`src/rtl/display_command_queue_pkg.sv`:
```
// Shared constants and state type for the display command queue.
package display_pkg;

  localparam int DEFAULT_POS_WIDTH  = 12;
  localparam int DEFAULT_CHAR_WIDTH = 7;

  localparam logic [5:0] DISPLAY_OP = 6'b001000;
  localparam logic [5:0] CLEAR_OP   = 6'b001001;
  localparam logic [6:0] BLANK_CHAR = 7'h20;

  typedef enum logic [1:0] {
    IDLE,
    DRAIN,
    CLEAR
  } state_t;

endpackage

```
`src/rtl/display_command_queue_if.sv`:
```
// CPU instruction handshake plus text-buffer write port of the display queue.
interface display_command_queue_if #(
  parameter int POS_WIDTH  = display_pkg::DEFAULT_POS_WIDTH,
  parameter int CHAR_WIDTH = display_pkg::DEFAULT_CHAR_WIDTH
);
  logic [31:0]           inst;
  logic [31:0]           rs;
  logic [31:0]           rt;
  logic                  inst_valid;
  logic                  stall;
  logic                  buffer_ready;
  logic                  buffer_write_enable;
  logic [POS_WIDTH-1:0]  position;
  logic [CHAR_WIDTH-1:0] char_code;

  modport master (
    output inst, rs, rt, inst_valid, buffer_ready,
    input  stall, buffer_write_enable, position, char_code
  );

  modport slave (
    input  inst, rs, rt, inst_valid, buffer_ready,
    output stall, buffer_write_enable, position, char_code
  );
endinterface

```
`src/rtl/display_command_queue_fifo.sv`:
```
// Synchronous FIFO holding pending {position, char} writes; pointers carry a wrap bit.
module display_cmd_fifo #(
  parameter int WIDTH = 19,
  parameter int DEPTH = 8
) (
  input  logic                     clk,
  input  logic                     reset,
  input  logic                     push,
  input  logic                     pop,
  input  logic [WIDTH-1:0]         din,
  output logic [WIDTH-1:0]         head,
  output logic                     full,
  output logic                     empty,
  output logic [$clog2(DEPTH):0]   count
);
  localparam int AW = $clog2(DEPTH);

  logic [WIDTH-1:0] mem [DEPTH];
  logic [AW:0]      wr_ptr;
  logic [AW:0]      rd_ptr;

  assign count = wr_ptr - rd_ptr;
  assign empty = (wr_ptr == rd_ptr);
  assign full  = (wr_ptr[AW] != rd_ptr[AW]) && (wr_ptr[AW-1:0] == rd_ptr[AW-1:0]);
  assign head  = mem[rd_ptr[AW-1:0]];

  always_ff @(posedge clk or posedge reset) begin
    if (reset) begin
      wr_ptr <= '0;
      rd_ptr <= '0;
    end else begin
      if (push && !full)
        wr_ptr <= wr_ptr + 1'b1;
      if (pop && !empty)
        rd_ptr <= rd_ptr + 1'b1;
    end
  end

  always_ff @(posedge clk) begin
    if (push && !full)
      mem[wr_ptr[AW-1:0]] <= din;
  end
endmodule

```
`src/rtl/display_command_queue.sv`:
```
// Decodes DISPLAY/CLEAR, queues character writes and sequences full-screen clears.
module display_command_queue
  import display_pkg::*;
#(
  parameter int POS_WIDTH    = DEFAULT_POS_WIDTH,
  parameter int CHAR_WIDTH   = DEFAULT_CHAR_WIDTH,
  parameter int DEPTH        = 8,
  parameter int SCREEN_CELLS = 2400
) (
  input  logic                    clk,
  input  logic                    reset,
  display_command_queue_if.slave  bus,
  output logic                    busy,
  output logic [7:0]              drop_count
);
  localparam int ENTRY_WIDTH = POS_WIDTH + CHAR_WIDTH;
  localparam int CNT_WIDTH   = $clog2(DEPTH) + 1;
  localparam logic [POS_WIDTH-1:0] LAST_CELL = POS_WIDTH'(SCREEN_CELLS - 1);

  state_t                 state;
  state_t                 state_next;
  logic [POS_WIDTH-1:0]   clear_counter;
  logic [5:0]             op;
  logic [POS_WIDTH-1:0]   pos_field;
  logic [CHAR_WIDTH-1:0]  char_field;
  logic [ENTRY_WIDTH-1:0] fifo_head;
  logic                   fifo_full;
  logic                   fifo_empty;
  logic [CNT_WIDTH-1:0]   fifo_count;
  logic [CNT_WIDTH-1:0]   count_next;
  logic                   accept_display;
  logic                   accept_clear;
  logic                   in_range;
  logic                   push;
  logic                   pop;
  logic                   clear_write;
  logic                   unused_bits;

  assign unused_bits = ^{bus.inst[25:0], bus.rs[31:POS_WIDTH], bus.rt[31:CHAR_WIDTH]};
  assign bus.stall   = (state != IDLE) || fifo_full;

  always_comb begin
    op             = bus.inst[31:26];
    pos_field      = bus.rs[POS_WIDTH-1:0];
    char_field     = bus.rt[CHAR_WIDTH-1:0];
    accept_display = bus.inst_valid && !bus.stall && (op == DISPLAY_OP);
    accept_clear   = bus.inst_valid && !bus.stall && (op == CLEAR_OP);
    in_range       = (pos_field <= LAST_CELL);
    push           = accept_display && in_range;
    pop            = !fifo_empty && bus.buffer_ready && (state == IDLE || state == DRAIN);
    clear_write    = (state == CLEAR) && bus.buffer_ready;
    count_next     = fifo_count + CNT_WIDTH'(push) - CNT_WIDTH'(pop);
  end

  // DRAIN waits on pre-edge emptiness, so the clear starts one edge after the last pop.
  always_comb begin
    state_next = state;
    case (state)
      IDLE:    if (accept_clear) state_next = DRAIN;
      DRAIN:   if (fifo_empty) state_next = CLEAR;
      CLEAR:   if (clear_write && clear_counter == LAST_CELL) state_next = IDLE;
      default: state_next = IDLE;
    endcase
  end

  display_cmd_fifo #(
    .WIDTH (ENTRY_WIDTH),
    .DEPTH (DEPTH)
  ) u_fifo (
    .clk   (clk),
    .reset (reset),
    .push  (push),
    .pop   (pop),
    .din   ({pos_field, char_field}),
    .head  (fifo_head),
    .full  (fifo_full),
    .empty (fifo_empty),
    .count (fifo_count)
  );

  always_ff @(posedge clk or posedge reset) begin
    if (reset) begin
      state                   <= IDLE;
      clear_counter           <= '0;
      bus.buffer_write_enable <= 1'b0;
      bus.position            <= '0;
      bus.char_code           <= '0;
      busy                    <= 1'b0;
      drop_count              <= '0;
    end else begin
      state <= state_next;
      busy  <= (count_next != '0) || (state_next != IDLE);

      if (pop) begin
        bus.buffer_write_enable <= 1'b1;
        bus.position            <= fifo_head[ENTRY_WIDTH-1:CHAR_WIDTH];
        bus.char_code           <= fifo_head[CHAR_WIDTH-1:0];
      end else if (clear_write) begin
        bus.buffer_write_enable <= 1'b1;
        bus.position            <= clear_counter;
        bus.char_code           <= CHAR_WIDTH'(BLANK_CHAR);
      end else begin
        bus.buffer_write_enable <= 1'b0;
        bus.position            <= '0;
        bus.char_code           <= '0;
      end

      if (state == DRAIN && fifo_empty)
        clear_counter <= '0;
      else if (clear_write)
        clear_counter <= (clear_counter == LAST_CELL) ? '0 : clear_counter + 1'b1;

      if (accept_display && !in_range && drop_count != 8'hFF)
        drop_count <= drop_count + 1'b1;
    end
  end
endmodule

```
`src/flat_wrapper.sv`:
```
// flat-port wrapper written by rule: the top's interface ports become plain ports
module display_command_queue_flat import display_pkg::*;
#(
  parameter int POS_WIDTH    = DEFAULT_POS_WIDTH,
  parameter int CHAR_WIDTH   = DEFAULT_CHAR_WIDTH,
  parameter int DEPTH        = 8,
  parameter int SCREEN_CELLS = 2400
)
  (clk, reset, busy, drop_count, bus_inst, bus_rs, bus_rt, bus_inst_valid, bus_buffer_ready, bus_stall, bus_buffer_write_enable, bus_position, bus_char_code);
  display_command_queue_if #(.POS_WIDTH(POS_WIDTH), .CHAR_WIDTH(CHAR_WIDTH)) bus_i ();
  input  logic clk;
  input  logic reset;
  output logic busy;
  output logic [7:0] drop_count;
  input wire logic [$bits(bus_i.inst)-1:0] bus_inst;
  input wire logic [$bits(bus_i.rs)-1:0] bus_rs;
  input wire logic [$bits(bus_i.rt)-1:0] bus_rt;
  input wire logic [$bits(bus_i.inst_valid)-1:0] bus_inst_valid;
  input wire logic [$bits(bus_i.buffer_ready)-1:0] bus_buffer_ready;
  output wire logic [$bits(bus_i.stall)-1:0] bus_stall;
  output wire logic [$bits(bus_i.buffer_write_enable)-1:0] bus_buffer_write_enable;
  output wire logic [$bits(bus_i.position)-1:0] bus_position;
  output wire logic [$bits(bus_i.char_code)-1:0] bus_char_code;
  assign bus_i.inst = bus_inst;
  assign bus_i.rs = bus_rs;
  assign bus_i.rt = bus_rt;
  assign bus_i.inst_valid = bus_inst_valid;
  assign bus_i.buffer_ready = bus_buffer_ready;
  assign bus_stall = bus_i.stall;
  assign bus_buffer_write_enable = bus_i.buffer_write_enable;
  assign bus_position = bus_i.position;
  assign bus_char_code = bus_i.char_code;
  display_command_queue #(.POS_WIDTH(POS_WIDTH), .CHAR_WIDTH(CHAR_WIDTH), .DEPTH(DEPTH), .SCREEN_CELLS(SCREEN_CELLS)) u_core (.clk(clk), .reset(reset), .bus(bus_i), .busy(busy), .drop_count(drop_count));
endmodule
```
`config.mk`:
```
export PLATFORM = sky130hd
export DESIGN_NAME = display_command_queue_flat
export DESIGN_NICKNAME = d
export VERILOG_FILES = /design/src/rtl/display_command_queue_pkg.sv /design/src/rtl/display_command_queue_if.sv /design/src/rtl/display_command_queue_fifo.sv /design/src/rtl/display_command_queue.sv /design/src/flat_wrapper.sv
export SDC_FILE = /design/constraint.sdc
export NUM_CORES = 1
export LEC_CHECK = 0
export ABC_CLOCK_PERIOD_IN_PS = 5800
export CELL_PAD_IN_SITES_DETAIL_PLACEMENT = 1
export CELL_PAD_IN_SITES_GLOBAL_PLACEMENT = 1
export CORE_MARGIN = 5
export CORE_UTILIZATION = 40
export CTS_CLUSTER_DIAMETER = 150
export DETAILED_ROUTE_END_ITERATION = 8
export PLACE_DENSITY_LB_ADDON = 0.1
export SYNTH_ARGS = -nofsm -noshare
export SYNTH_HDL_FRONTEND = slang
export SYNTH_HIERARCHICAL = 1
export SYNTH_SLANG_ARGS = --single-unit
```
`constraint.sdc`:
```
create_clock -name clk -period 5.8 [get_ports clk]
set_input_delay 0.58 -clock clk [delete_from_list [all_inputs] [get_ports clk]]
set_output_delay 0.58 -clock clk [all_outputs]
set_load 0.01 [all_outputs]
```
# Word-level counts from Yosys, hierarchy flattened
# Memory sizes are Yosys's and may differ from the RTL's.
# Cells that the tools add are included.
[word_totals]
word_cells = 68
inputBits = 100
output_inout_bits = 30
ramBits = 152
mem_count = 1
reg_bits = 51
[op_classes]
muxes = 15
reduce_logical = 26
order_cmp = 1
addsub = 7
n_eq_ne = 9
[mem_list]
columns = ["name", "words", "word_bits", "rd", "rd_clocked_by_memory_dff", "write_ports", "line", "rtl"]
rows = [
  ["u_core.u_fifo.mem", 8, 19, 1, 0, 1, "display_command_queue_fifo.sv:18", "logic [WIDTH-1:0] mem [DEPTH];"],
]
[op_table]
columns = ["op", "count"]
rows = [
  ["2-to-1 mux 12 bit", 5],
  ["logical AND 1 bit", 14],
  ["adder 12 x 1 -> 12 bit, second input constant", 1],
  ["== test 12 bit, second input constant", 1],
  ["== test 6 x 4 -> 1 bit, second input constant", 2],
  ["<= comparator 12 bit, second input constant", 1],
  ["adder 4 x 1 -> 4 bit, second input constant", 2],
  ["adder 8 x 1 -> 8 bit, second input constant", 1],
  ["!= test 8 bit, second input constant", 1],
  ["2-to-1 mux 7 bit", 1],
  ["2-to-1 mux 2 bit", 3],
  ["2-to-1 mux 6 bit", 1],
  ["case mux 2 bit (3 select lines)", 1],
  ["nonzero test 2 bit", 3],
  ["adder 4 x 1 -> 4 bit", 1],
  ["== test 4 bit", 1],
  ["zero test 1 bit", 4],
  ["2-to-1 mux 1 bit", 4],
  ["nonzero test 4 bit", 1],
  ["subtractor 4 x 1 -> 4 bit", 1],
  ["subtractor 4 bit", 1],
  ["== test 3 bit", 1],
  ["logical OR 1 bit", 3],
  ["== test 2 x 1 -> 1 bit, second input constant", 1],
  ["other kinds (3)", 3],
]

# Depth between registers and ports, before layout
# Gate-level depths: netlist (run 1).
[depth]
depth_word = 11
ltp_mapped = 17
ltp_nobuf = 15

# Modules after synthesis
# Netlist (run 1), hierarchy kept.
[by_module_without_submodules]
columns = ["mod", "cells_per_inst", "seq_area_each_um2", "area_per_inst_um2", "n_inst"]
rows = [
  ["display_cmd_fifo", 320, 4764.6, 6301.0, 1],
  ["display_command_queue", 190, 1076.0, 2073.2, 1],
]

# Worst setup path after synthesis (run 1)
# No wires, ideal clock.
[synth_path]
kind = "flip-flop to flip-flop"
start = "register u_core.u_fifo.rd_ptr[1]"
end = "memory u_core.u_fifo.mem[0][0], enable pin"
path_slack_ns = 0.956
required_time_ns = 5.356
stages_incl_launch_ff = 13
n_path_buf = 2
setup_time_ns = 0.444
period_less_slack_ns = 4.844
arrival_ns = 4.400
cell_sequence = "dfrtp_1 -> clkbuf_1 -> buf_2 -> inv_1 -> ha_1 -> nand3_1 -> nor2_1 -> or3_1 -> nor4_4 -> or2b_1 -> inv_1 -> o21ai_4 -> nor4_1"
[synth_between]
elab_chain_len = 10
elab_cells_between_ends = 11
cone_classes = "eq/ne: 1; mux: 2; reduce/logical: 8"
[synth_lines]
columns = ["element", "line", "rtl"]
rows = [
  ["start, declared", "display_command_queue_fifo.sv:20", "logic [AW:0] rd_ptr;"],
  ["start signal, assigned", "display_command_queue_fifo.sv:35", "rd_ptr <= rd_ptr + 1'b1;"],
  ["== test 3 bit", "display_command_queue_fifo.sv:24", "assign full = (wr_ptr[AW] != rd_ptr[AW]) && (wr_ptr[AW-1:0] == rd_ptr[AW-1:0]);"],
  ["logical AND 1 bit", "display_command_queue_fifo.sv:24", ""],
  ["net u_core.fifo_full", "display_command_queue.sv:27", "logic fifo_full;"],
  ["logical OR 1 bit", "display_command_queue.sv:40", "assign bus.stall = (state != IDLE) || fifo_full;"],
  ["net bus_stall", "flat_wrapper.sv:20", "output wire logic [$bits(bus_i.stall)-1:0] bus_stall;"],
  ["zero test 1 bit", "display_command_queue.sv:46", "accept_display = bus.inst_valid && !bus.stall && (op == DISPLAY_OP);"],
  ["logical AND 1 bit (2 in a row)", "display_command_queue.sv:46", ""],
  ["logical AND 1 bit", "display_command_queue.sv:49", "push = accept_display && in_range;"],
  ["net u_core.push", "display_command_queue.sv:34", "logic push;"],
  ["logical AND 1 bit", "display_command_queue_fifo.sv:40", "if (push && !full)"],
  ["2-to-1 mux 1 bit", "display_command_queue_fifo.sv:40", ""],
  ["2-to-1 mux 1 bit (implied by the code)", "display_command_queue_fifo.sv:41", "mem[wr_ptr[AW-1:0]] <= din;"],
  ["end, declared", "display_command_queue_fifo.sv:18", ""],
]
# The timed path passes the listed nets, and every way through them passes these cells.

# Final worst setup path (run 1)
[layout_path]
start = "register u_core.u_fifo.wr_ptr[0]"
end = "register u_core.busy"
[layout_between]
elab_chain_len = 11
elab_cells_between_ends = 21
cone_classes = "add/sub: 3; eq/ne: 2; mux: 3; reduce/logical: 13"
[layout_lines]
columns = ["element", "line", "rtl"]
rows = [
  ["start, declared", "display_command_queue_fifo.sv:19", "logic [AW:0] wr_ptr;"],
  ["start signal, assigned", "display_command_queue_fifo.sv:33", "wr_ptr <= wr_ptr + 1'b1;"],
  ["== test 3 bit (*)", "display_command_queue_fifo.sv:24", ""],
  ["logical AND 1 bit (*)", "display_command_queue_fifo.sv:24", ""],
  ["net u_core.fifo_full", "display_command_queue.sv:27", ""],
  ["logical OR 1 bit (*)", "display_command_queue.sv:40", ""],
  ["zero test 1 bit (*)", "display_command_queue.sv:46, display_command_queue.sv:47", ""],
  ["logical AND 1 bit (*)", "display_command_queue.sv:46, display_command_queue.sv:47", ""],
  ["logical AND 1 bit", "display_command_queue.sv:46", ""],
  ["logical AND 1 bit", "display_command_queue.sv:49", ""],
  ["adder 4 x 1 -> 4 bit", "display_command_queue.sv:52", "count_next = fifo_count + CNT_WIDTH'(push) - CNT_WIDTH'(pop);"],
  ["subtractor 4 x 1 -> 4 bit", "display_command_queue.sv:52", ""],
  ["nonzero test 4 bit", "display_command_queue.sv:92", "busy <= (count_next != '0) || (state_next != IDLE);"],
  ["logical OR 1 bit (*)", "display_command_queue.sv:92", ""],
  ["end signal, assigned", "display_command_queue.sv:92", ""],
  ["end, declared", "display_command_queue.sv:13", "output logic busy,"],
]
# Mark *: on every way through the listed nets, which the timed path passes. The rest lies on a longest branch.
# A chain may end at the register's enable or synchronous reset.

==> results of run 1 <==
-- area by class of cell --
type                    count  area (um^2)
repair buffers             72          686
clock buffers              33          623
multi-input cells         265         2360
inverters                  21         78.8
well taps                 275          344
fillers                  2023        10800
flip-flops and latches    203         5840
clock inverters             7         63.8
-- placed cells by master (no fill, tap or decap), drive strengths merged, types with 2 or more instances in the layout --
cell type / count
and4: 3
nor4: 2
nand4: 9
o21ai: 7
nor3: 4
fa: 2
clkinv: 5
a31oi: 8
buf: 14
nand3: 6
o211ai: 2
xor2: 7
nor2: 14
and3b: 2
nand2: 76
a41oi: 2
mux2: 3
xnor2: 14
ha: 11
dfrtp: 51
mux4: 38
a21oi: 5
edfxtp: 152
nand2b: 3
and3: 9
clkdlybuf4s50: 58
a21o: 2
a22o: 11
clkbuf: 33
and2: 8
inv: 21
nand3b: 2
-- worst reg2reg max path: cells and delay by family, from the launching register on --
family,cells,cell delay [ps]
AND/OR/NAND/NOR,7,2070
adder cells (fa/ha/maj),4,1160
flip-flops,1,500
buffers and inverters,3,260
XOR/XNOR,1,160
-- synthesized netlist by cell type, types with 9 or more instances --
cell type and count:
ha_1 11, inv_1 21, mux4_2 38, dfrtp_1 51, nor2_1 13, edfxtp_1 152
nand4_1 9, nand2_1 76, a22o_1 11, xnor2_1 13
-- cell families after synthesis --
| family | synth area share, % |
|---|---|
| adders and majority gates | 2.12 |
| DFF | 69.7 |
| AOI/OAI and AO/OA | 3.94 |
| xor gates and xnor gates | 2.29 |
| muxes | 10.8 |
| buffers and inverters | 2.42 |
| and+or+nand+nor | 8.65 |
-- per-stage QoR --
stage,utilization (%),hold slack [ps],std cells
finish,48.0,369,876
global route,48.0,391,876
CTS,48.0,366,876
detailed placement,44.7,477,836
global placement,44.7,471,836
floorplan,-,396,510
-- flip-flops by register name, indices dropped and copies added (netlist names) --
name / count
u_core/u_fifo/wr_ptr: 4
u_core/u_fifo/mem: 152
u_core/bus.char_code: 7
u_core/bus.position: 12
u_core/state: 2
u_core/busy: 1
u_core/bus.buffer_write_enable: 1
u_core/drop_count: 8
u_core/clear_counter: 12
u_core/u_fifo/rd_ptr: 4
-- how the worst max path moves through the flow --
stage	from	end	cells after the start
CTS	u_core/u_fifo/wr_ptr[0]$_DFFE_PP0P_	u_core/busy$_DFF_PP0_	15
global placement	u_core/u_fifo/wr_ptr[0]$_DFFE_PP0P_	u_core/busy$_DFF_PP0_	15
floorplan	u_core/u_fifo/rd_ptr[1]$_DFFE_PP0P_	u_core/u_fifo/mem[0][0]$_DFFE_PP_	12
global route	u_core/u_fifo/wr_ptr[0]$_DFFE_PP0P_	u_core/busy$_DFF_PP0_	15
detailed placement	u_core/u_fifo/wr_ptr[0]$_DFFE_PP0P_	u_core/busy$_DFF_PP0_	15
finish	u_core/u_fifo/wr_ptr[0]$_DFFE_PP0P_	u_core/busy$_DFF_PP0_	15
-- routing by layer --
metal	GRT usage [%]	vias to the layer above
met3	2.85	28
met2	27.2	84
met4	3.45	0
met5	0	-
li1	-	2087
met1	20.2	2373
-- power by group through the flow --
| stage | combinational (uW) | clock, uW | sequential (uW) |
|---|---|---|---|
| final | 1330 | 1330 | 1730 |
| after global routing | 1480 | 1440 | 1740 |
| after CTS | 1370 | 1370 | 1730 |
| after detailed placement | 1370 | 0 | 1760 |
| after global placement | 1340 | 0 | 1750 |
| after floorplan | 894 | 0 | 1780 |
==> summary.md, run 1 <==
| Metric | Value |
|---|---|
| Critical-path maximum fanout | 8 |
| Final hold vios | 0 |
| Grt ovf | 0 |
| Final worst slack | 1510 ps |
| Layout Skew | 13.4 ps |
| Unrepaired setup endpoints after global routing | no |
| Reg2reg start | u_core/u_fifo/wr_ptr[0]$_DFFE_PP0P_ |
| Height of the die | 155 um |
| Gr usage total | 15.5% |
| Routed wl met2 | 9030 um |
| Post-synth EDFFs | 152 |
| Synth Area per Inst | around 16 um^2 |
| Die area | 23900 um^2 |
| Antenna cell count | 0 |
| Drt drc | 0 |
| Crit-path cells | inv_1 > ha_1 > nand3_1 > nor2_1 > or3_1 > nor4_4 > or2b_1 > ha_1 > inv_1 > ha_1 > inv_1 > fa_1 > xor2_1 > nand3b_1 > or4_1 |
| Async S/R FF share, synth | between 20% and 30% |
| Vias in the first global route | 5015 |
| Post-CTS Hold Buffers | 0 |
| CTS tree | built |
| Peak supply drop | 247 uV |
| Reg-to-reg endpoint | u_core/busy$_DFF_PP0_ |
| Buffers on Ports | 58 |
| Period minus WS final | between 4000 and 5000 ps |
| Die X | 155 um |
| Sum Neg Setup Slack | 0 ps |
| WP buf/inv | 3 |
| Placement Setup Slack | 1450 ps |
| Initial antenna violation count | 0 |
| Max layer used | met4 |
| Largest net degree at the start of global routing | 44 |
| Yosys warns | 6 |
| Crit path capture type | register |
| Post-Syn Instances | 510 |
| Area leader, netlist | edfxtp_1 |
| Worst slew pin tran | ~1000 ps |
| CP max stage delay | 500 ps |
| Int Pwr | 3090 uW |
| Critical Path AT | around 4700 ps |
| Final period util | 73.9% |
| Slowest cell on the critical path | dfrtp_1 |
| Later-pin clock latency in the skew report | 510 ps |
| Switching share of power | 29.6% |
| Sequential share of the synthesized area | between 60 and 70% |
| Nets | 699 |
| Gate power share | 30.4% |
| First-pass GRT wire length | around 29000 um |
| Netlist cell types | 55 |
| HP Class | primary input to async pin |
| CTS sink count | 203 |
| #FFs+latches synth | 203 |
| Routed wire length | 18200 um |
| Post_cts resized | 0 |
| Reg2reg path depth | 15 |
| Number of setup violations in the final report | 0 |
| I/O pin total | 130 |
| Final Total Pwr | 4380 uW |
| Max_cap viols | 0 |
| Crit path kind | register to register |
| Vias | 4572 |
| CP startpoint kind | register |
| Layout cell share with drive strength beyond 1 | 17.1% |
| Power share of the clock group | 30.3% |
| CTS H-tree depth | 1 |
| CTS Root Buffer Type | clkbuf_16 |
| Ys flop type | edfxtp_1 |
| DRT Pass-1 Iters | 6 |
| Avg WL per Cell | between 20 and 25 um |
| RePlAce Congestion | 0.764 |
| Most area-consuming cells after synthesis | edfxtp_1 (55%), dfrtp_1 (15%), mux4_2 (10%) |
| Post-place instance area | 9310 um^2 |
| Status | completed |
| Seq pwr share | 39.3% |
| Design Area, Final | 10000 um^2 |
| Cts bufs inserted | 23 |
| Highest Clock Rate | 233 MHz |
| Antenna Nets Post-Route | 0 |
| Max-slew headroom | roughly 33% |
| Clock Path Buffers | 3 |
| CP delay by family, top | simple AND/OR/NAND/NOR gates |
| Hpwl dp | 11000 um |
| Clock-pin slew of the registers on the worst-case setup and hold paths | 60 ps |
| Switching power | 1300 uW |
| Iteration-0 DRC Markers | 226 |
| Cell area after synthesis | between 8000 and 9000 um^2 |
| Yosys top cell area share | 54.5% |
| P per Cell Area | 438 nW/um^2 |
| Post-Route M1 WL | approximately 8000 um |
| Postcts setup bufs | 0 |
| WL met3 | 675 um |
| Worst EP required | 6160 ps |
| Reg-to-reg slack, setup | 1510 ps |
| Post-Synthesis Net Count | a little over 600 |
| Static Leakage | 0.00367 uW |
| Avg Vias per Cell | 5.22 |
| Initial Util | 40.2% |
| Core area | roughly 21000 um^2 |
| Area Overhead vs Synth | 19.4% |
| Slew Limit Fails | 0 |
| Std cell rows | 53 |
Power figures use the tool's default switching activity.
==> run 2: changes to the inputs <==
--- a/config.mk
+++ b/config.mk
@@ -5,7 +5,7 @@
 export SDC_FILE = /design/constraint.sdc
 export NUM_CORES = 1
 export LEC_CHECK = 0
-export ABC_CLOCK_PERIOD_IN_PS = 5800
+export ABC_CLOCK_PERIOD_IN_PS = 4100
 export CELL_PAD_IN_SITES_DETAIL_PLACEMENT = 1
 export CELL_PAD_IN_SITES_GLOBAL_PLACEMENT = 1
 export CORE_MARGIN = 5
==> constraint.sdc (replaced) <==
create_clock -name clk -period 4.1 [get_ports clk]
set_input_delay 0.41 -clock clk [delete_from_list [all_inputs] [get_ports clk]]
set_output_delay 0.41 -clock clk [all_outputs]
set_load 0.01 [all_outputs]
==> run 2 against run 1 <==
Effect of this change:
- die area did not move
- via count rose by 0.46%
- sequential share of layout area fell by 0.51 points
- critical path depth fell by 1
- setup slack got worse by 1100 ps
- worst hold slack got worse by 170 ps
- sequential power rose by 41%
- clock skew rose by 3.7 ps
- cell area rose by 0.89%
- wire length rose by 0.57%
- count of clock-buffer cells in the layout did not move
- first-iteration DRC count fell by 23%
==> summary.md, run 2 (same netlist as run 1, synthesis figures left out) <==
| Metric | Value |
|---|---|
| Status | completed |
| Vias in the first global route | 5047 (+0.64%) |
| Most frequent cells in the layout | edfxtp_1 (152), nand2_1 (76), clkdlybuf4s50_1 (58) |
| Crit-path cells | ha_1 > nand3_1 > nor2_1 > or3_1 > nor4_4 > or2b_1 > ha_1 > inv_1 > ha_1 > inv_1 > fa_1 > xor2_1 > nand3b_1 > or4_1 |
| Initial antenna violation count | 0 (unchanged) |
| Filler Cells Inserted | 2019 (-0.20%) |
| Later-pin clock latency in the skew report | 510 ps (about the same) |
| Core area | 20800 um^2 (unchanged) |
| Avg Vias per Cell | 5.21 (-0.11%) |
| CTS sink count | 203 (unchanged) |
| Cts bufs inserted | 22 (-4.3%) |
| WP buf/inv | 2 (-1) |
| Clock-pin slew of the registers on the worst-case setup and hold paths | 60 ps (about the same) |
| Post_cts resized | 0 (unchanged) |
| Static Leakage | 0.00372 uW (+1.3%) |
| Period minus WS final | 3730 ps (-559 ps) |
| Iteration-0 DRC Markers | 175 (-23%) |
| Nets | 703 (+0.57%) |
| Antenna cell count | 0 (unchanged) |
| Antenna Nets Post-Route | 0 (unchanged) |
| Final period util | 91.0% (+17 points) |
| CP startpoint kind | register |
| Grt ovf | 0 (unchanged) |
| Unrepaired setup endpoints after global routing | no |
| Final Util | 48.4% (+0.43 points) |
| Routed wire length | 18300 um (+0.57%) |
| I/O pin total | 130 (unchanged) |
| Critical Path AT | 4100 ps (-550 ps) |
| Layout Skew | 17.1 ps (+3.70 ps) |
| Number of setup violations in the final report | 0 (unchanged) |
| DRT Pass-1 Iters | 4 (-2) |
| Max reg flops | 152 (unchanged) |
| Slowest cell on the critical path | dfrtp_1 |
| Slew Limit Fails | 0 (unchanged) |
| Height of the die | 155 um (unchanged) |
| Drt drc | 0 (unchanged) |
| Gr usage total | 15.7% (+0.16 points) |
| Crit path capture type | register |
| P per Cell Area | 625 nW/um^2 (+42%) |
| CTS H-tree depth | 1 (unchanged) |
| Most common cell after layout, fill and taps aside | edfxtp_1 |
| Postcts setup bufs | 0 (unchanged) |
| Critical-path maximum fanout | 7 (-1) |
| Vias | 4593 (+0.46%) |
| CP delay by family, top | simple AND/OR/NAND/NOR gates |
| Final hold vios | 0 (unchanged) |
| CP max stage delay | 600 ps (+100 ps) |
| Layout cell share with drive strength beyond 1 | 18.3% (+1.2 points) |
| Post-CTS Hold Buffers | 0 (unchanged) |
| Final hold slack | 203 ps (-166 ps) |
| Die area | 23900 um^2 (unchanged) |
| Std cell rows | 53 (unchanged) |
| Worst EP required | 4470 ps (-1690 ps) |
| Most used cell, CP | ha_1 |
| Max_cap viols | 0 (unchanged) |
| HP Class | primary input to async pin |
| CTS Root Buffer Type | clkbuf_16 |
| Clock Path Buffers | 3 (unchanged) |
| Initial Util | 40.2% (unchanged) |
| Largest net degree at the start of global routing | 44 (unchanged) |
| RePlAce Congestion | 0.772 (+1.1%) |
| Hpwl dp | 11100 um (+1.1%) |
| CTS tree | built |
| Max-slew headroom | 42.6% (+10 points) |
| Die X | 155 um (unchanged) |
| Area Overhead vs Synth | 20.5% |
| Avg WL per Cell | 20.8 um (about the same) |
| Highest Clock Rate | 268 MHz (+15%) |
| Peak supply drop | 385 uV (+56%) |
| Worst slew pin tran | 862 ps (-148 ps) |
| Buffers on Ports | 58 (unchanged) |
| Crit path kind | register to register |
| First-pass GRT wire length | 29100 um (+1.7%) |
-- run 2: layout make-up --
type | count | area (um^2) | area share [%]
flip-flops and latches | 203 | 5840 | 57.9
multi-input cells | 265 | 2370 | 23.5
clock inverters | 7 | 97.6 | 0.967
inverters | 21 | 78.8 | 0.781
repair buffers | 77 | 723 | 7.17
well taps | 275 | 344 | 3.41
clock buffers | 33 | 632 | 6.26
-- run 2: worst reg2reg max path, cell delays in order (launching register included) --
cell,delay (ps)
dfrtp_1,600
ha_1,340
nand3_1,110
nor2_1,50
or3_1,400
nor4_4,180
or2b_1,290
ha_1,290
inv_1,60
ha_1,170
inv_1,60
fa_1,370
xor2_1,140
nand3b_1,80
or4_1,460
-- run 2: metrics by stage --
| stage | setup WS [ps] | setup TNS, ps | area, um^2 | total power, uW | cells |
|---|---|---|---|---|---|
| 2_1_floorplan | -250 | -14270 | 8390 | 3790 | 510 |
| 3_3_place_gp | 447 | 0 | 9360 | 4370 | 841 |
| 3_5_place_dp | 320 | 0 | 9360 | 4420 | 841 |
| 4_1_cts | 316 | 0 | 10100 | 6430 | 881 |
| 5_1_grt | 146 | 0 | 10100 | 6700 | 881 |
| 6_report | 370 | 0 | 10100 | 6300 | 881 |
-- run 2: layer usage --
metal | global-route usage (%) | up-vias | share of wire [%]
li1 | - | 2097 | -
met1 | 21.0 | 2374 | 44
met2 | 26.8 | 91 | 49
met3 | 2.74 | 31 | 4.2
met4 | 3.95 | 0 | 2.1
met5 | 0 | - | 0
-- run 2: power breakdown --
group	internal, uW	switching, uW
clock network	1190	771
logic	907	994
registers	2360	77.3
total	4460	1840
-- run 2: path summary, 6_finish.rpt --
path / start / to / slack, ps / cells after the start
min in group clk: u_core/clear_counter[11]$_DFFE_PP0P_ / u_core/clear_counter[11]$_DFFE_PP0P_ / 480 / 1
max reg2reg: u_core/u_fifo/wr_ptr[2]$_DFFE_PP0P_ / u_core/busy$_DFF_PP0_ / 370 / 14
min reg2reg: u_core/clear_counter[11]$_DFFE_PP0P_ / u_core/clear_counter[11]$_DFFE_PP0P_ / 480 / 1
min: reset / u_core/u_fifo/wr_ptr[1]$_DFFE_PP0P_ / 200 / 2
max: u_core/u_fifo/wr_ptr[2]$_DFFE_PP0P_ / u_core/busy$_DFF_PP0_ / 370 / 14
max in group asynchronous: reset / u_core/bus.char_code[2]$_DFF_PP0_ / 3330 / 3
==> run 3: changes to the inputs <==
--- a/config.mk
+++ b/config.mk
@@ -5,13 +5,14 @@
 export SDC_FILE = /design/constraint.sdc
 export NUM_CORES = 1
 export LEC_CHECK = 0
-export ABC_CLOCK_PERIOD_IN_PS = 4100
+export ABC_CLOCK_PERIOD_IN_PS = 4820
 export CELL_PAD_IN_SITES_DETAIL_PLACEMENT = 1
 export CELL_PAD_IN_SITES_GLOBAL_PLACEMENT = 1
 export CORE_MARGIN = 5
 export CORE_UTILIZATION = 40
 export CTS_CLUSTER_DIAMETER = 150
 export DETAILED_ROUTE_END_ITERATION = 8
+export GPL_ROUTABILITY_DRIVEN = 0
 export PLACE_DENSITY_LB_ADDON = 0.1
 export SYNTH_ARGS = -nofsm -noshare
 export SYNTH_HDL_FRONTEND = slang
==> constraint.sdc (replaced) <==
create_clock -name clk -period 4.82 [get_ports clk]
set_input_delay 0.482 -clock clk [delete_from_list [all_inputs] [get_ports clk]]
set_output_delay 0.482 -clock clk [all_outputs]
set_load 0.01 [all_outputs]
==> run 3 against run 2 <==
Effect of this change:
- non-clock buffer count is 3 lower
- setup slack improved by 350 ps
- critical path depth up 2
- combinational power down 15%
- largest cell class unchanged
- highest routed layer unchanged
- cell count decreased by 0.23%
- critical path type unchanged
- sequential cell count stayed put
- cell area fell by 0.61%
- count of clock-buffer cells in the layout is 2 lower
- critical endpoint unchanged
==> summary.md, run 3 (same netlist as run 1, synthesis figures left out) <==
| Metric | Value |
|---|---|
| Final hold vios | 0 (unchanged) |
| Critical Path AT | 4470 ps (+370 ps) |
| Routed wire length | 18100 um (-0.89%) |
| Initial antenna violation count | 0 (unchanged) |
| Die X | 155 um (unchanged) |
| Max_cap viols | 0 (unchanged) |
| CTS H-tree depth | 1 (unchanged) |
| Layout cell share with drive strength beyond 1 | 17.4% (-0.93 points) |
| Layout Skew | 12.9 ps (-4.18 ps) |
| First-pass GRT wire length | 28800 um (-1.1%) |
| Worst slew pin tran | 867 ps (+5.11 ps) |
| Most common cell after layout, fill and taps aside | edfxtp_1 |
| Slew Limit Fails | 0 (unchanged) |
| Area Overhead vs Synth | 19.7% |
| Max-slew headroom | 42.2% (-0.34 points) |
| Hpwl dp | 10900 um (-1.9%) |
| Period minus WS final | 4100 ps (+366 ps) |
| Initial Util | 40.2% (unchanged) |
| Reg-to-reg slack, setup | 720 ps (+350 ps) |
| Later-pin clock latency in the skew report | 510 ps (about the same) |
| Gr usage total | 15.5% (-0.14 points) |
| Number of setup violations in the final report | 0 (unchanged) |
| Max reg flops | 152 (unchanged) |
| Postcts setup bufs | 0 (unchanged) |
| Cts bufs inserted | 23 (+4.5%) |
| Post_cts resized | 0 (unchanged) |
| I/O pin total | 130 (unchanged) |
| Static Leakage | 0.00369 uW (-0.77%) |
| Std cell rows | 53 (unchanged) |
| Status | completed |
| Core area | 20800 um^2 (unchanged) |
| Crit path capture type | register |
| Unrepaired setup endpoints after global routing | no |
| Avg Vias per Cell | 5.14 (-1.3%) |
| Peak supply drop | 327 uV (-15%) |
| Nets | 701 (-0.28%) |
| Post-Layout Cell Count | 879 (-0.23%) |
| Dpl cells | 838 (-0.36%) |
| Avg WL per Cell | 20.6 um (-0.67%) |
| Clock-pin slew of the registers on the worst-case setup and hold paths | 60 ps (about the same) |
| CTS sink count | 203 (unchanged) |
| Highest Clock Rate | 244 MHz (-8.9%) |
| Grt ovf | 0 (unchanged) |
| Sum Neg Setup Slack | 0 ps (unchanged) |
| Buffers on Ports | 58 (unchanged) |
| Die area | 23900 um^2 (unchanged) |
| Largest net degree at the start of global routing | 44 (unchanged) |
| Antenna Nets Post-Route | 0 (unchanged) |
| Iteration-0 DRC Markers | 222 (+27%) |
| Final period util | 85.0% (-6.0 points) |
| Reg2reg start | u_core/u_fifo/wr_ptr[0]$_DFFE_PP0P_ |
| HP Class | primary input to async pin |
| CTS Root Buffer Type | clkbuf_16 |
| Drt drc | 0 (unchanged) |
| Vias in the first global route | 4964 (-1.6%) |
| CP startpoint kind | register |
| CTS tree | built |
| Critical-path maximum fanout | 8 (+1) |
| P per Cell Area | 527 nW/um^2 (-16%) |
| Height of the die | 155 um (unchanged) |
| Antenna cell count | 0 (unchanged) |
| Crit. Startpoint | u_core/u_fifo/wr_ptr[0]$_DFFE_PP0P_ |
| Most frequent cells in the layout | edfxtp_1 (152), nand2_1 (76), clkdlybuf4s50_1 (58) |
| Clock Path Buffers | 3 (unchanged) |
| DRT Pass-1 Iters | 4 (unchanged) |
| Vias | 4522 (-1.5%) |
| Crit path kind | register to register |
| Post-CTS Hold Buffers | 0 (unchanged) |
| Worst EP required | 5190 ps (+720 ps) |
-- run 3: worst paths after layout --
| path | end | cells past startpoint |
|---|---|---|
| hold / removal | u_core/u_fifo/wr_ptr[2]$_DFFE_PP0P_ | 2 |
| max in group asynchronous | u_core/bus.position[8]$_DFF_PP0_ | 3 |
| setup / recovery | u_core/busy$_DFF_PP0_ | 16 |
| min in group clk | u_core/clear_counter[11]$_DFFE_PP0P_ | 1 |
| setup reg to reg | u_core/busy$_DFF_PP0_ | 16 |
| hold reg to reg | u_core/clear_counter[11]$_DFFE_PP0P_ | 1 |
-- run 3: cell type report --
| type | count | area [um^2] |
|---|---|---|
| multi-input combinational | 265 | 2370 |
| sequential | 203 | 5840 |
| inverter | 21 | 78.8 |
| tap | 275 | 344 |
| timing repair buffer | 74 | 701 |
| clock inverter | 10 | 85.1 |
| clock buffer | 31 | 606 |
| fill | 1995 | 10800 |
-- run 3: critical path: stages (launching register included) --
cell and delay (ps):
dfrtp_1 510, inv_1 130, ha_1 330, nand3_1 260
nor2_1 60, or3_1 390, nor4_4 150, buf_4 200
or2b_1 270, ha_1 300, inv_1 60, ha_1 160
inv_1 50, fa_1 370, xor2_1 150, nand3b_1 80
or4_1 480
-- run 3: per-stage QoR --
stage | power, uW | utilization, % | setup slack, ps | hold WS [ps] | cell area (um^2)
4_1_cts | 5390 | 48.2 | 673 | 251 | 10000
3_5_place_dp | 3760 | 44.8 | 711 | 487 | 9340
3_3_place_gp | 3710 | 44.8 | 754 | 469 | 9340
6_report | 5280 | 48.2 | 723 | 259 | 10000
5_1_grt | 5600 | 48.2 | 463 | 286 | 10000
2_1_floorplan | 3220 | - | 470 | 298 | 8380
-- run 3: power breakdown --
part           switching, uW  internal [uW]
Clock                    658            938
Combinational            849            760
Sequential              70.9           2010
-- run 3: layer usage --
| layer | up-vias | part of all wire (%) | track usage (%) |
|---|---|---|---|
| li1 | 2090 | - | - |
| met1 | 2332 | 44 | 20.4 |
| met2 | 87 | 51 | 27.1 |
| met3 | 13 | 4.3 | 2.97 |
| met4 | 0 | 1.1 | 3.24 |
| met5 | - | 0 | 0 |
